**src/rtl/control_sequencer.sv**
```systemverilog
// Hardwired control sequencer: fetch T0..T2, opcode-dependent execute T3..T7, HALT.
// All strobes are flops fed from the next-state decode, so ir never reaches an output directly.
module control_sequencer (
    input  logic        clock,
    input  logic        clear,
    input  logic [31:0] ir,
    output logic        pco,
    output logic        pci,
    output logic        pc_inc,
    output logic        iri,
    output logic        mari,
    output logic        mdri,
    output logic        mdro,
    output logic        mem_read,
    output logic        mem_write,
    output logic        gra,
    output logic        grb,
    output logic        grc,
    output logic        rin,
    output logic        rout,
    output logic        baout,
    output logic        ryi,
    output logic        rzli,
    output logic        rzlo,
    output logic        csigno,
    output logic [4:0]  alu_op,
    output logic        run,
    output logic [3:0]  t_state
);

    typedef enum logic [3:0] {
        StReset = 4'd0,
        StT0    = 4'd1,
        StT1    = 4'd2,
        StT2    = 4'd3,
        StT3    = 4'd4,
        StT4    = 4'd5,
        StT5    = 4'd6,
        StT6    = 4'd7,
        StT7    = 4'd8,
        StHalt  = 4'd15
    } state_e;

    localparam logic [4:0] OpLd   = 5'b00000;
    localparam logic [4:0] OpLdi  = 5'b00001;
    localparam logic [4:0] OpSt   = 5'b00010;
    localparam logic [4:0] OpAdd  = 5'b00011;
    localparam logic [4:0] OpAddi = 5'b01100;
    localparam logic [4:0] OpNop  = 5'b11010;
    localparam logic [4:0] OpHalt = 5'b11011;

    typedef struct packed {
        logic pco;
        logic pci;
        logic pc_inc;
        logic iri;
        logic mari;
        logic mdri;
        logic mdro;
        logic mem_read;
        logic mem_write;
        logic gra;
        logic grb;
        logic grc;
        logic rin;
        logic rout;
        logic baout;
        logic ryi;
        logic rzli;
        logic rzlo;
        logic csigno;
    } strobe_t;

    state_e     state_q, state_d;
    logic [4:0] opcode_q, opcode_d;
    strobe_t    strb_q, strb_d;
    logic [4:0] alu_op_q, alu_op_d;
    logic       run_q, run_d;

    // Only the opcode field of ir is consumed here.
    logic unused_ir;
    assign unused_ir = ^ir[26:0];

    // Next-state and opcode latch; opcode only moves on the T2->T3 step.
    always_comb begin
        state_d  = state_q;
        opcode_d = opcode_q;
        case (state_q)
            StReset: state_d = StT0;
            StT0:    state_d = StT1;
            StT1:    state_d = StT2;
            StT2: begin
                state_d  = StT3;
                opcode_d = ir[31:27];
            end
            StT3: begin
                case (opcode_q)
                    OpLd, OpSt, OpLdi, OpAdd, OpAddi: state_d = StT4;
                    OpHalt:                           state_d = StHalt;
                    default:                          state_d = StT0;
                endcase
            end
            StT4:    state_d = StT5;
            StT5: begin
                case (opcode_q)
                    OpLd, OpSt: state_d = StT6;
                    default:    state_d = StT0;
                endcase
            end
            StT6:    state_d = StT7;
            StT7:    state_d = StT0;
            StHalt:  state_d = StHalt;
            default: state_d = StReset;
        endcase
    end

    // Strobe decode of the upcoming step, registered below.
    always_comb begin
        strb_d   = '0;
        alu_op_d = 5'd0;
        run_d    = 1'b1;
        case (state_d)
            StT0: begin
                strb_d.pco    = 1'b1;
                strb_d.mari   = 1'b1;
                strb_d.pc_inc = 1'b1;
            end
            StT1: begin
                strb_d.mem_read = 1'b1;
                strb_d.mdri     = 1'b1;
            end
            StT2: begin
                strb_d.mdro = 1'b1;
                strb_d.iri  = 1'b1;
            end
            StT3: begin
                alu_op_d = opcode_d;
                case (opcode_d)
                    OpLd, OpSt, OpLdi: begin
                        strb_d.grb   = 1'b1;
                        strb_d.baout = 1'b1;
                        strb_d.ryi   = 1'b1;
                    end
                    OpAdd, OpAddi: begin
                        strb_d.grb  = 1'b1;
                        strb_d.rout = 1'b1;
                        strb_d.ryi  = 1'b1;
                    end
                    default: ;
                endcase
            end
            StT4: begin
                alu_op_d = opcode_d;
                strb_d.rzli = 1'b1;
                if (opcode_d == OpAdd) begin
                    strb_d.grc  = 1'b1;
                    strb_d.rout = 1'b1;
                end else begin
                    strb_d.csigno = 1'b1;
                end
            end
            StT5: begin
                alu_op_d = opcode_d;
                strb_d.rzlo = 1'b1;
                if (opcode_d == OpLd || opcode_d == OpSt) begin
                    strb_d.mari = 1'b1;
                end else begin
                    strb_d.gra = 1'b1;
                    strb_d.rin = 1'b1;
                end
            end
            StT6: begin
                alu_op_d = opcode_d;
                strb_d.mdri = 1'b1;
                if (opcode_d == OpSt) begin
                    strb_d.gra  = 1'b1;
                    strb_d.rout = 1'b1;
                end else begin
                    strb_d.mem_read = 1'b1;
                end
            end
            StT7: begin
                alu_op_d = opcode_d;
                if (opcode_d == OpSt) begin
                    strb_d.mem_write = 1'b1;
                end else begin
                    strb_d.mdro = 1'b1;
                    strb_d.gra  = 1'b1;
                    strb_d.rin  = 1'b1;
                end
            end
            StHalt:  run_d = 1'b0;
            default: ;
        endcase
    end

    always_ff @(posedge clock) begin
        if (clear) begin
            state_q  <= StReset;
            opcode_q <= OpNop;
            strb_q   <= '0;
            alu_op_q <= 5'd0;
            run_q    <= 1'b1;
        end else begin
            state_q  <= state_d;
            opcode_q <= opcode_d;
            strb_q   <= strb_d;
            alu_op_q <= alu_op_d;
            run_q    <= run_d;
        end
    end

    assign pco       = strb_q.pco;
    assign pci       = strb_q.pci;
    assign pc_inc    = strb_q.pc_inc;
    assign iri       = strb_q.iri;
    assign mari      = strb_q.mari;
    assign mdri      = strb_q.mdri;
    assign mdro      = strb_q.mdro;
    assign mem_read  = strb_q.mem_read;
    assign mem_write = strb_q.mem_write;
    assign gra       = strb_q.gra;
    assign grb       = strb_q.grb;
    assign grc       = strb_q.grc;
    assign rin       = strb_q.rin;
    assign rout      = strb_q.rout;
    assign baout     = strb_q.baout;
    assign ryi       = strb_q.ryi;
    assign rzli      = strb_q.rzli;
    assign rzlo      = strb_q.rzlo;
    assign csigno    = strb_q.csigno;
    assign alu_op    = alu_op_q;
    assign run       = run_q;
    assign t_state   = state_q;

endmodule

```
**config.mk**
```make
export PLATFORM = sky130hd
export DESIGN_NAME = control_sequencer
export DESIGN_NICKNAME = d
export VERILOG_FILES = /design/src/rtl/control_sequencer.sv
export SDC_FILE = /design/constraint.sdc
export NUM_CORES = 1
export LEC_CHECK = 0
export CELL_PAD_IN_SITES_DETAIL_PLACEMENT = 0
export CELL_PAD_IN_SITES_GLOBAL_PLACEMENT = 1
export CORE_UTILIZATION = 31
export CTS_CLUSTER_SIZE = 20
export DETAILED_ROUTE_END_ITERATION = 10
export PLACE_DENSITY = 0.87
export SYNTH_ARGS = -nofsm -noshare
export SYNTH_HDL_FRONTEND = slang
export SYNTH_SLANG_ARGS = --single-unit
```
**constraint.sdc**
```tcl
create_clock -name clock -period 2.8 [get_ports clock]
set_clock_uncertainty 0.1 [all_clocks]
set_input_delay 0.7 -clock clock [delete_from_list [all_inputs] [get_ports clock]]
set_output_delay 0.7 -clock clock [all_outputs]
set_load 0.005 [all_outputs]
```
==> reports/summary.txt <==
Status: completed
Antenna violations before repair: 0
Post-synthesis cell area: 1320 µm²
Starting DRT DRC Count: 64
First-pass GRT wire length: 4350 µm
Share of the synthesized area in the top cell type: 47.2%
TritonRoute pass-1 iters: 4
Critical Path Start Type: input pin
Count leader, synth: dfxtp_1
Unrepaired setup endpoints after global routing: false
Clk_lat worst skew: 0.28 ns
Resized cells post-CTS: 0
# H-tree levels: 2
Post CTS Setup Buffer Count: 0
Clock buffer depth: 2
Post-route clock period utilization: 87.1%
HPWL Detailed: 2110 µm
Setup TNS: 0 ns
Fillers: 400
Final setup fails: 0
CTS tree: done
WL per Instance: 12.2 µm
VDD IR max: 180 µV
Area Overhead vs Synth: 34.1%
Primary FF master, synth: dfxtp_1
Clk pin slew, worst setup/hold paths: 0.06 ns
CP Data Arrival Time: 2.51 ns
Antenna viol nets, final: 0
Ys Warns: 0
Tot GR Track Use: 13.4%
Max_cap viols: 0
Hold-fix buffers, CTS: 0
Nets: 200
Row cnt: 23
IO Pins: 63
Layout cells sized above 1: 9.58%
Total gr overflow: 0
Vias in the first global route: 954
Sw power: 0.000212 W
Core Region: 4030 µm²
Area of the multi-input gates: 621 µm²
Leading area contributor after synthesis: dfxtp_1
Final min period: 2.44 ns
DIE AREA: 4510 µm²
CTS root buf: clkbuf_8
Ant diodes: 0
P_leak: 0.655 nW
Input/output buffers: 34
Crit Path Class: input pin to register
Final hold viol count: 0
DR DRC count: 0
Seq. cell area: 621 µm²
Fmax: 410 MHz
Initial core utilization: 32.6%
Internal Pwr Total: 0.000728 W
Num CTS Buffers: 5
Largest net degree at the start of global routing: 17
Clock network fraction of total power: 40.2%
Hold WC Path Type: register to register
Fin. max-slew vios: 0
Syn nets: 168
Vias after detailed routing: 1088
Switching share of power: 22.5%
Num Clock Sinks: 31
Worst-path maximum fanout: 6
Mean Syn Cell Area: 9.81 µm²
Syn Inst Count: 134
Worst setup EP type: register
Worst Max-Slew Pin Slew: 0.535 ns
Routability Congestion: 0.844
Synth area leaders: dfxtp_1, nor3_1, mux2i_1
Sequential fraction of design power: 49.9%
Pwr/cell area: 533 nW/µm²
Netlist cell types: 40
Post-Route Utilization: 43.8%
Critical Path RT: 2.87 ns
Mean number of vias per cell: 5.01
Combinational power share: 9.9%
Yosys reg bits: 31
WL final: 2650 µm
Rel. slew slack: 64.0%
Post-synth ARST share: 0%
Horiz. Die Dim: 67.1 µm
Register area share after synthesis: 47.2%
Die Span Y: 67.1 µm
Most frequent cells after synthesis: dfxtp_1, nor3_1, nor2_1
Number of synthesized flops with an enable pin: 0
[path summary, 6_finish.rpt]
check | startpoint | to | slack [ns] | depth (start not counted)
max | ir[29] | mem_read | 0.36 | 6
min | opcode_q[1] | opcode_q[1] | 0.51 | 2
max reg2reg | t_state[0] | mem_read | 0.57 | 5
min reg2reg | opcode_q[1] | opcode_q[1] | 0.51 | 2
[cell families after synthesis]
group,share of synthesized area (%)
other cells,0.285
xor+xnor,1.90
mux,3.81
flops,47.2
buf+inv,5.61
compound gates,14.3
simple gates,26.9
[layer usage]
layer  share of wire [%]  track usage, %
met1                  39            14.0
met2                  53            23.3
met3                 6.9            5.41
met4                 1.7            6.38
met5                   0               0
[per-stage QoR]
step	hold slack [ns]	instance area [µm²]	worst slack [ns]	total power, W	instances
after floorplan	0.432	1320	0.889	0.000531	134
after global placement	0.476	1660	0.115	0.000572	209
after detailed placement	0.500	1660	0.0854	0.000573	209
after CTS	0.516	1760	0.377	0.000955	217
after global routing	0.560	1760	0.151	0.000984	217
final	0.508	1760	0.360	0.000940	217
[critical path: stages]
cell and delay, ns:
clkdlybuf4s50_1 0.45, nor2_1 0.28, nor4b_1 0.46, a32oi_1 0.25
nand2b_1 0.22, and2_1 0.15
[power groups by stage]
stage          sequential, W  clock (W)  combinational (W)
2_1_floorplan       0.000472          0          0.0000590
3_3_place_gp        0.000478          0          0.0000936
3_5_place_dp        0.000479          0          0.0000941
4_1_cts             0.000469   0.000391          0.0000944
5_1_grt             0.000471   0.000409           0.000104
6_report            0.000469   0.000378          0.0000933
[cells in the final DEF (no fill, tap or decap), drive strengths merged, types with 3 or more instances in the layout]
cell type / synthesis / routed
clkbuf: 2 / 7
nor2: 11 / 11
clkdlybuf4s50: 0 / 34
and2: 4 / 4
nand2b: 6 / 6
a31oi: 4 / 4
nor4b: 3 / 3
a21oi: 6 / 6
mux2i: 5 / 5
nor3: 11 / 11
dfxtp: 31 / 31
nand2: 7 / 7
nand3: 5 / 5
[layout make-up]
class,count,area share (%)
clock buffer,7,5.46
clock inverter,1,0.426
inverter,2,0.426
multi-input combinational,91,35.2
sequential,31,35.2
tap,50,3.55
timing repair buffer,35,19.7
(Power assumes the default switching activity.)
